[src/rtl/cpu_mem_pkg.sv]
// Shared types and defaults for the MEM-stage data-memory access controller.
package cpu_mem_pkg;

  localparam int DEF_ADDR_W = 32;
  localparam int DEF_DATA_W = 32;
  localparam int TMO_CNT_W  = 16;

  typedef enum logic [1:0] {
    ST_IDLE = 2'd0,
    ST_BUSY = 2'd1,
    ST_DONE = 2'd2
  } state_e;

endpackage

[src/rtl/mem_timeout_cnt.sv]
// BUSY-cycle counter for the access watchdog; expired flags the last allowed cycle.
module mem_timeout_cnt import cpu_mem_pkg::*; #(
  parameter int TIMEOUT = 16
) (
  input  logic clk,
  input  logic rst_n,
  input  logic clr,
  input  logic en,
  output logic expired
);

  logic [TMO_CNT_W-1:0] cnt;

  always_ff @(posedge clk or negedge rst_n) begin
    if (!rst_n)   cnt <= '0;
    else if (clr) cnt <= '0;
    else if (en)  cnt <= cnt + 1'b1;
  end

  assign expired = en && (cnt == TMO_CNT_W'(TIMEOUT - 1));

endmodule

[src/rtl/mem_access_ctrl.sv]
// MEM-stage data-memory sequencer: req/ready handshake, pipeline stall and MEM/WB bubbles.
// Optional watchdog enabled by defining MEM_TIMEOUT_EN.
module mem_access_ctrl import cpu_mem_pkg::*; #(
  parameter int ADDR_W  = DEF_ADDR_W,
  parameter int DATA_W  = DEF_DATA_W,
  parameter int TIMEOUT = 16
) (
  input  logic              clk,
  input  logic              reset,
  input  logic              mem_read,
  input  logic              mem_write,
  input  logic [ADDR_W-1:0] addr,
  input  logic [DATA_W-1:0] wdata,
  input  logic              dmem_ready,
  input  logic [DATA_W-1:0] dmem_rdata,
  output logic              dmem_req,
  output logic              dmem_we,
  output logic [ADDR_W-1:0] dmem_addr,
  output logic [DATA_W-1:0] dmem_wdata,
  output logic [DATA_W-1:0] load_data,
  output logic              stall,
  output logic              wb_bubble,
  output logic              mem_err
);

  if (TIMEOUT < 2 || TIMEOUT > 65535) begin : g_bad_timeout
    $error("mem_access_ctrl: TIMEOUT out of range 2..65535");
  end

  state_e state;
  logic   access;

  assign access = mem_read | mem_write;

  // reset gates the IDLE term so a pending access cannot stall while held in reset
  assign stall     = reset & (((state == ST_IDLE) & access) | (state == ST_BUSY));
  assign wb_bubble = stall;

`ifdef MEM_TIMEOUT_EN
  logic tmo_expired;

  mem_timeout_cnt #(.TIMEOUT(TIMEOUT)) u_tmo (
    .clk     (clk),
    .rst_n   (reset),
    .clr     (state == ST_DONE),
    .en      (state == ST_BUSY),
    .expired (tmo_expired)
  );
`else
  assign mem_err = 1'b0;
`endif

  always_ff @(posedge clk or negedge reset) begin
    if (!reset) begin
      state      <= ST_IDLE;
      dmem_req   <= 1'b0;
      dmem_we    <= 1'b0;
      dmem_addr  <= '0;
      dmem_wdata <= '0;
      load_data  <= '0;
`ifdef MEM_TIMEOUT_EN
      mem_err    <= 1'b0;
`endif
    end else begin
`ifdef MEM_TIMEOUT_EN
      mem_err <= 1'b0;
`endif
      case (state)
        ST_IDLE: begin
          if (access) begin
            dmem_addr  <= addr;
            dmem_wdata <= wdata;
            dmem_we    <= mem_write;   // store wins when both are set
            dmem_req   <= 1'b1;
            state      <= ST_BUSY;
          end
        end
        ST_BUSY: begin
          if (dmem_ready) begin
            if (!dmem_we) load_data <= dmem_rdata;
            dmem_req <= 1'b0;
            dmem_we  <= 1'b0;
            state    <= ST_DONE;
          end
`ifdef MEM_TIMEOUT_EN
          else if (tmo_expired) begin
            load_data <= '0;
            mem_err   <= 1'b1;
            dmem_req  <= 1'b0;
            dmem_we   <= 1'b0;
            state     <= ST_DONE;
          end
`endif
        end
        // controls still on the EX/MEM register belong to the finished access
        ST_DONE: state <= ST_IDLE;
        default: state <= ST_IDLE;
      endcase
    end
  end

endmodule

[config.mk]
export PLATFORM = sky130hd
export DESIGN_NAME = mem_access_ctrl
export DESIGN_NICKNAME = d
export VERILOG_FILES = /design/src/rtl/cpu_mem_pkg.sv /design/src/rtl/mem_timeout_cnt.sv /design/src/rtl/mem_access_ctrl.sv
export SDC_FILE = /design/constraint.sdc
export NUM_CORES = 1
export LEC_CHECK = 0
export BUFFER_PORTS_ARGS = -buffer_cell sky130_fd_sc_hd__buf_4
export CELL_PAD_IN_SITES_DETAIL_PLACEMENT = 0
export CELL_PAD_IN_SITES_GLOBAL_PLACEMENT = 1
export CORE_MARGIN = 2
export CORE_UTILIZATION = 38
export DETAILED_ROUTE_END_ITERATION = 12
export PLACE_DENSITY = 0.84
export SYNTH_ARGS = -nofsm -noshare
export SYNTH_HDL_FRONTEND = slang
export SYNTH_SLANG_ARGS = --single-unit
[constraint.sdc]
create_clock -name clk -period 2.4 [get_ports clk]
set_input_delay 0.12 -clock clk [delete_from_list [all_inputs] [get_ports clk]]
set_output_delay 0.12 -clock clk [all_outputs]
set_load 0.01 [all_outputs]
==> results of run 1 <==
## per-stage QoR
stage               utilization  setup slack, ns
global route              0.656            0.519
global placement          0.544            0.668
finish                    0.656            0.595
floorplan                     -            0.941
CTS                       0.654            0.583
detailed placement        0.544            0.592
## cells by family (layout without fill, tap and decap cells)
family / Yosys count / in the layout
flops: 100 / 100
mux: 96 / 96
buf+inv: 15 / 318
simple gates: 9 / 9
compound gates: 5 / 5
other cells: 1 / 1
## final timing paths
check	start	endpoint	slack, ns	cells past startpoint
max	state[1]	load_data[0]	0.60	4
min	mem_write	dmem_we	0.11	3
max reg2reg	state[1]	load_data[0]	0.60	4
min reg2reg	dmem_wdata[30]	dmem_wdata[30]	0.51	1
max in group asynchronous	reset	dmem_wdata[1]	1.58	3
min in group asynchronous	reset	dmem_addr[4]	0.43	3
## layer usage
layer / track usage / routed length (um)
met5: 0 / 0
met4: 0.0451 / 81
met3: 0.0538 / 663
met2: 0.328 / 5310
met1: 0.211 / 4070
## area by class of cell
cell class	count	share of cell area
Sequential cell	100	0.374
Tap cell	136	0.0255
Clock buffer	11	0.0197
Multi-Input combinational cell	111	0.194
Clock inverter	4	0.00524
Inverter	2	0.00112
Timing Repair Buffer	301	0.380
## sequential cells by signal, indices dropped and copies added (netlist names)
| register | cells |
|---|---|
| dmem_addr | 32 |
| dmem_req | 1 |
| dmem_wdata | 32 |
| dmem_we | 1 |
| load_data | 32 |
| state | 2 |
## power by group through the flow
stage	registers (uW)	logic (uW)	clock network (uW)
after detailed placement	3010	3280	0
after global routing	3110	3610	1060
after CTS	3000	3410	999
after global placement	3000	3220	0
final	3000	3390	954
after floorplan	3370	1260	0
## worst register-to-register path, stage by stage (launching register included)
cell	delay (ns)
dfrtp_1	0.45
and3b_1	0.26
nor2b_4	0.36
buf_12	0.27
mux2_2	0.36
## layout by cell type, fill, tap and decap left out
cell type	count
a211o_1	1
a211oi_1	1
a22oi_1	1
and3b_1	1
buf_12	3
buf_4	200
clkbuf_1	2
clkbuf_8	9
clkinv_4	2
conb_1	1
dfrtp_1	100
dlygate4sd3_1	98
inv_1	2
inv_6	2
mux2_2	66
mux2_4	30
nand2_1	1
nor2_1	1
nor2b_1	2
nor2b_4	1
nor3_1	1
nor3_2	1
nor3b_1	1
o21ai_0	2
==> reports/metrics.yaml, run 1 <==
cts_hold_buf: 96
tightest_slew_ns: 0.520
yosys_warnings: 0
synth_most_common_cell: "dfrtp_1"
synth-seq-cells: 100
drv_slew: 0
grt_pass1_vias: 3158
p_int_uw: 5030
cts_made_buffers: 9
synth_top_family_by_area: "multiplexers"
cts_root_buffer: "clkbuf_8"
finClkSkew_ns: 0.00882
synth_cell_types: 20
synthSimpleGateAreaFrac: 0.0153
syn_nets: 327
p_sw_frac: 0.316
p_comb_frac: 0.461
htree_levels: 3
slowest_stage: "dfrtp_1"
synthTopCellsByCount: "100 x dfrtp_1, 66 x mux2_2, 30 x mux2_4"
placed_area_sq_um: 5540
cp-start-kind: "flop"
synthArstFlopShare: 1.00
dieArea_sq_um: 11200
critPathTopFamily: "simple AND/OR/NAND/NOR gates"
antenna_found_initial: 0
multi_input_area_sq_um: 1300
grt_pass1_wl_um: 15900
ys_seq_area_frac: 0.636
fp-row-count: 37
layout.area.seq_sq_um: 2500
leakage_uw: 0.00316
gr-total-overflow: 0
crit_type: "reg2reg"
ant_nets: 0
cts.sinks: 100
hp-class: "in2reg"
path_cells: "and3b_1, nor2b_4, buf_12, mux2_2"
wl_um: 10100
synth_top_area_share: 0.636
io_buffers: 200
avgSynthCellArea_sq_um: 17.4
max_slew_margin: 0.653
cap_violations: 0
grt_max_degree: 101
area_growth_pct: 69.9
start_util: 0.386
power_switching_uw: 2320
path_buf_inv: 1
drive_gt1_frac: 0.594
crit_fanout: 25
clk_latency_ns: 0.36
holdWs_ns: 0.113
fmax_ghz: 0.554
ir_drop_mv: 0.632
finalHoldViolCount: 0
antenna_cells: 0
design_area_sq_um: 6690
post_cts_buffers: 0
status: "finished, final reports clean"
synth-adder-area-share: 0
synth_xor_area_frac: 0
nets: 626
routedWlPerCell_um: 15.2
cp.required_ns: 2.64
critPathCaptureType: "flop"
first_iter_violations: 78
coreArea_sq_um: 10200
syn_inst: 226
finalWeightedCongestion: 0.718
layoutNonFillerInstCount: 665
die_x_um: 106
drc: 0
dpl.hpwl_um: 6150
muxShareOfSynthArea: 0.303
fillers: 762
clkTransAtPathRegs_ns: 0.09
syn-cell-area_sq_um: 3940
num_vias: 2931
power_uw: 7350
cpPeakStageDelay_ns: 0.45
grtUsageTotal: 0.182
synth_ff_type: "dfrtp_1"
p_seq_frac: 0.409
synth_edf_count: 0
die_y_um: 106
clock_path_buffers: 2
yosysTopAreaCell: "dfrtp_1"
synth_compound_area_frac: 0.00859
pwr-share-clk: 0.130
io_pins: 202
cts_resized: 0
power.density_nw_per_um2: 1100
synthTopCellsByArea: "dfrtp_1 64%, mux2_2 19%, mux2_4 11%"
via_per_inst: 4.41
dp_cells: 552
drt_first_pass_iters: 4
period_share: 0.752
setup_violations: 0
cts_tree: "built"
critical_path_arrival_ns: 2.05
min_period_ns: 1.80
rsz0062_at_grt: "false"
final.setup.tns_ns: 0
Power figures use the tool's default switching activity.
==> run 2: changes to the inputs <==
--- a/config.mk
+++ b/config.mk
@@ -9,9 +9,9 @@
 export CELL_PAD_IN_SITES_DETAIL_PLACEMENT = 0
 export CELL_PAD_IN_SITES_GLOBAL_PLACEMENT = 1
 export CORE_MARGIN = 2
-export CORE_UTILIZATION = 38
+export CORE_UTILIZATION = 32
 export DETAILED_ROUTE_END_ITERATION = 12
-export PLACE_DENSITY = 0.84
+export PLACE_DENSITY = 0.76
 export SYNTH_ARGS = -nofsm -noshare
 export SYNTH_HDL_FRONTEND = slang
 export SYNTH_SLANG_ARGS = --single-unit
==> constraint.sdc (replaced) <==
create_clock -name clk -period 1.5 [get_ports clk]
set_input_delay 0.075 -clock clk [delete_from_list [all_inputs] [get_ports clk]]
set_output_delay 0.075 -clock clk [all_outputs]
set_load 0.01 [all_outputs]
==> reports/metrics.yaml, run 2 (synthesized netlist as in run 1, its figures left out) <==
tightest_slew_ns: 0.547
multi_input_area_sq_um: 1310
dp_slack_ns: -0.0133
cp-start-kind: "flop"
drc: 0
layout_common_cells: "205 x buf_4, 100 x dfrtp_1, 98 x dlygate4sd3_1, 66 x mux2_2, 30 x mux2_4"
htree_levels: 3
crit_start: "state[1]"
grt_pass1_vias: 3228
critPathCapture: "load_data[14]"
power.density_nw_per_um2: 1840
max_slew_margin: 0.635
grt_max_degree: 101
drv_slew: 0
cts_root_buffer: "clkbuf_16"
p_comb_frac: 0.443
leakage_uw: 0.00330
critical_path_arrival_ns: 1.75
cts_made_buffers: 9
p_sw_frac: 0.303
start_util: 0.328
layoutNonFillerInstCount: 688
finalWeightedCongestion: 0.703
cap_violations: 0
num_vias: 3026
first_iter_violations: 120
fillers: 939
crit_type: "reg2reg"
crit_fanout: 20
pwr-share-clk: 0.183
wl_um: 10900
via_per_inst: 4.40
power_uw: 12900
critPathTopFamily: "simple AND/OR/NAND/NOR gates"
ir_drop_mv: 0.821
p_int_uw: 8980
slowest_stage: "dfrtp_1"
postLayoutCoreUtil: 0.582
area_growth_pct: 77.5
dp_cells: 570
r2r_slack_ns: -0.03
timing.rr.end: "load_data[14]"
finClkSkew_ns: 0.00603
cts.sinks: 100
grtUsageTotal: 0.160
fmax_ghz: 0.655
clkTransAtPathRegs_ns: 0.06
dpl.hpwl_um: 6700
grt_pass1_wl_um: 16200
reg2reg_depth: 4
ant_nets: 0
routedWlPerCell_um: 15.8
io_buffers: 200
dieArea_sq_um: 13200
power_switching_uw: 3890
die_y_um: 115
finalHoldViolCount: 0
setup_slack_ns: -0.0274
met1_usage: 0.182
cpPeakStageDelay_ns: 0.40
drt_first_pass_iters: 4
clock_path_buffers: 2
met2_usage: 0.278
hp-class: "in2reg"
path_buf_inv: 1
gr-total-overflow: 0
drive_gt1_frac: 0.607
path_cells: "and3b_1, nor2b_4, buf_12, mux2_4"
violations: "setup timing"
cp.required_ns: 1.72
status: "finished with violations"
final.setup.tns_ns: -0.375
clk_latency_ns: 0.34
fp-row-count: 40
cts_tree: "built"
top_usage_layer: "met2"
critPathCaptureType: "flop"
cp.depth: 4
io_pins: 202
p_seq_frac: 0.374
nets: 636
antenna_found_initial: 0
rsz0062_at_grt: "true"
die_x_um: 115
min_period_ns: 1.53
grt_util_met3: 0.0395
setup_violations: 21
period_share: 1.02
layout.area.seq_sq_um: 2500
r2r_start: "state[1]"
largest_registers: "dmem_addr x32, dmem_wdata x32, load_data x32"
final_common_cell: "buf_4"
coreArea_sq_um: 12000
-- run 2: cell count changes in the layout (fill, tap and decap cells not counted), sizes merged --
cell      change
buf           +8
bufinv        +1
clkbuf        +3
clkinvlp      +1
diode         +1
inv           -2
-- run 2: timing repair --
| item | 4_1_cts | 5_1_grt |
|---|---|---|
| setup buffers | 1 | 0 |
| cloned | 0 | 2 |
| pin swaps | 0 | 2 |
| endpoints found under the setup margin | 27 | 68 |
| endpoints found under the hold margin | 197 | 0 |
| hold buffers | 98 | 0 |
| gates resized for setup | 2 | 3 |
-- run 2: worst reg2reg max path, stage by stage, from the launching register on --
cell and delay [ns]:
dfrtp_1 0.40, and3b_1 0.24, nor2b_4 0.23, buf_12 0.22, mux2_4 0.33
-- run 2: final cells by class --
cell class | count | area share
Sequential cell | 100 | 0.358
Clock inverter | 4 | 0.00681
Multi-Input combinational cell | 111 | 0.188
Tap cell | 147 | 0.0263
Antenna cell | 1 | 0.000358
Timing Repair Buffer | 311 | 0.383
Clock buffer | 12 | 0.0367
Inverter | 2 | 0.00107
-- run 2: how the worst min path moves through the flow --
stage / from / end / slack, ns / cells past startpoint
final: mem_write / dmem_we / 0.11 / 3
after global routing: mem_write / dmem_we / 0.12 / 3
after CTS: mem_write / dmem_we / 0.09 / 3
after detailed placement: reset / dmem_addr[18] / 0.20 / 2
after global placement: reset / load_data[2] / 0.19 / 2
after floorplan: reset / dmem_addr[0] / -0.22 / 0
-- run 2: routing by layer --
layer,share of wire,vias up
met4,0.026,0
met3,0.059,22
met2,0.52,130
li1,-,1404
met5,0,-
met1,0.40,1470
-- run 2: metrics by stage --
stage               instance area, sq um  hold WS, ns
global placement                    5620        0.188
finish                              6990        0.113
detailed placement                  5620        0.200
CTS                                 6920       0.0857
global route                        6980        0.124
floorplan                           3940       -0.221
-- run 2: power groups by stage --
stage	registers (uW)	clock network (uW)	logic, uW
after CTS	4800	2440	5620
after global placement	4800	0	5290
after detailed placement	4820	0	5400
after global routing	4990	2560	6060
final	4820	2360	5700
after floorplan	5380	0	2020
==> run 3: changes to the inputs <==
--- a/config.mk
+++ b/config.mk
@@ -9,9 +9,9 @@
 export CELL_PAD_IN_SITES_DETAIL_PLACEMENT = 0
 export CELL_PAD_IN_SITES_GLOBAL_PLACEMENT = 1
 export CORE_MARGIN = 2
-export CORE_UTILIZATION = 32
+export CORE_UTILIZATION = 38
 export DETAILED_ROUTE_END_ITERATION = 12
-export PLACE_DENSITY = 0.76
+export PLACE_DENSITY = 0.84
 export SYNTH_ARGS = -nofsm -noshare
 export SYNTH_HDL_FRONTEND = slang
 export SYNTH_SLANG_ARGS = --single-unit
==> constraint.sdc (replaced) <==
create_clock -name clk -period 1.8 [get_ports clk]
set_input_delay 0.09 -clock clk [delete_from_list [all_inputs] [get_ports clk]]
set_output_delay 0.09 -clock clk [all_outputs]
set_load 0.01 [all_outputs]
==> reports/metrics.yaml, run 3 (synthesized netlist as in run 1, its figures left out) <==
drive_gt1_frac: 0.595
cts_made_buffers: 9
cp-start-kind: "flop"
ant_nets: 0
clkTransAtPathRegs_ns: 0.08
cts_hold_buf: 98
postLayoutCoreUtil: 0.665
fp-row-count: 37
start_util: 0.386
grt_pass1_wl_um: 16300
num_vias: 2993
htree_levels: 3
via_per_inst: 4.50
cts_tree: "built"
status: "finished, final reports clean"
gr-total-overflow: 0
critPathCaptureType: "flop"
period_share: 0.900
final.setup.tns_ns: 0
die_x_um: 106
wl_met3_um: 670
first_iter_violations: 82
dpl.hpwl_um: 6210
cts.sinks: 100
top_layer: "met4"
cts_root_buffer: "clkbuf_8"
r2r_slack_ns: 0.18
tightest_slew_ns: 0.521
crit_type: "reg2reg"
post_cts_buffers: 0
design_area_sq_um: 6770
crit_fanout: 32
min_period_ns: 1.62
wl_met1_um: 4150
final_common_cell: "buf_4"
dieArea_sq_um: 11200
setup_violations: 0
fillers: 735
wl_um: 10200
io_pins: 202
hp-class: "in2reg"
drc: 0
antenna_found_initial: 0
layout.area.seq_sq_um: 2500
finalWeightedCongestion: 0.688
coreArea_sq_um: 10200
leakage_uw: 0.00320
clock_path_buffers: 2
drt_first_pass_iters: 5
antenna_cells: 0
placed_area_sq_um: 5540
nets: 626
power.density_nw_per_um2: 1530
holdWs_ns: 0.0644
rsz0062_at_grt: "false"
grt_pass1_vias: 3283
cp.required_ns: 2.05
area_growth_pct: 72.1
finClkSkew_ns: 0.0105
cap_violations: 0
finalHoldViolCount: 0
max_slew_margin: 0.653
critical_path_arrival_ns: 1.87
largest_registers: "dmem_addr x32, dmem_wdata x32, load_data x32"
dp_cells: 552
layoutNonFillerInstCount: 665
routedWlPerCell_um: 15.4
grt_max_degree: 101
die_y_um: 106
ir_drop_mv: 0.829
drv_slew: 0
grtUsageTotal: 0.186
fmax_ghz: 0.617
clk_latency_ns: 0.36
cts_resized: 0
io_buffers: 200
layout_common_cells: "200 x buf_4, 100 x dfrtp_1, 98 x dlygate4sd3_1, 66 x mux2_2, 30 x mux2_4"
multi_input_area_sq_um: 1300
wl_met2_um: 5220
## run 3: layer usage
layer  global-route usage  vias up
met1                0.218     1471
met2                0.325      126
li1                     -     1377
met4               0.0733        0
met5                    0        -
met3               0.0495       19
## run 3: stage by stage
step           power, uW  worst slack (ns)
3_3_place_gp        8300             0.250
5_1_grt            10900            0.0830
4_1_cts            10400             0.154
2_1_floorplan       6170             0.341
6_report           10300             0.181
3_5_place_dp        8410             0.187
## run 3: final timing paths
kind / startpoint / endpoint / cells after the start
max reg2reg: state[1] / load_data[31] / 4
max in group asynchronous: reset / dmem_wdata[0] / 3
min in group asynchronous: reset / dmem_addr[5] / 3
min: mem_write / dmem_we / 3
max: state[1] / load_data[31] / 4
min reg2reg: dmem_req / dmem_req / 1
## run 3: power by group
part / leakage (uW) / internal (uW) / switching, uW
clock network: 0.000126 / 1050 / 747
registers: 0.00117 / 3360 / 648
logic: 0.00191 / 2840 / 1700
## run 3: critical path: stages (launching register included)
cell,delay [ns]
dfrtp_1,0.45
and3b_1,0.26
nor2b_4,0.17
buf_12,0.25
mux2_2,0.37
## run 3: cell type report
cell class	count	share of cell area
inverters	2	0.00111
multi-input cells	111	0.191
clock buffers	10	0.0188
well taps	136	0.0251
clock inverters	5	0.0185
flip-flops and latches	100	0.370
repair buffers	301	0.375
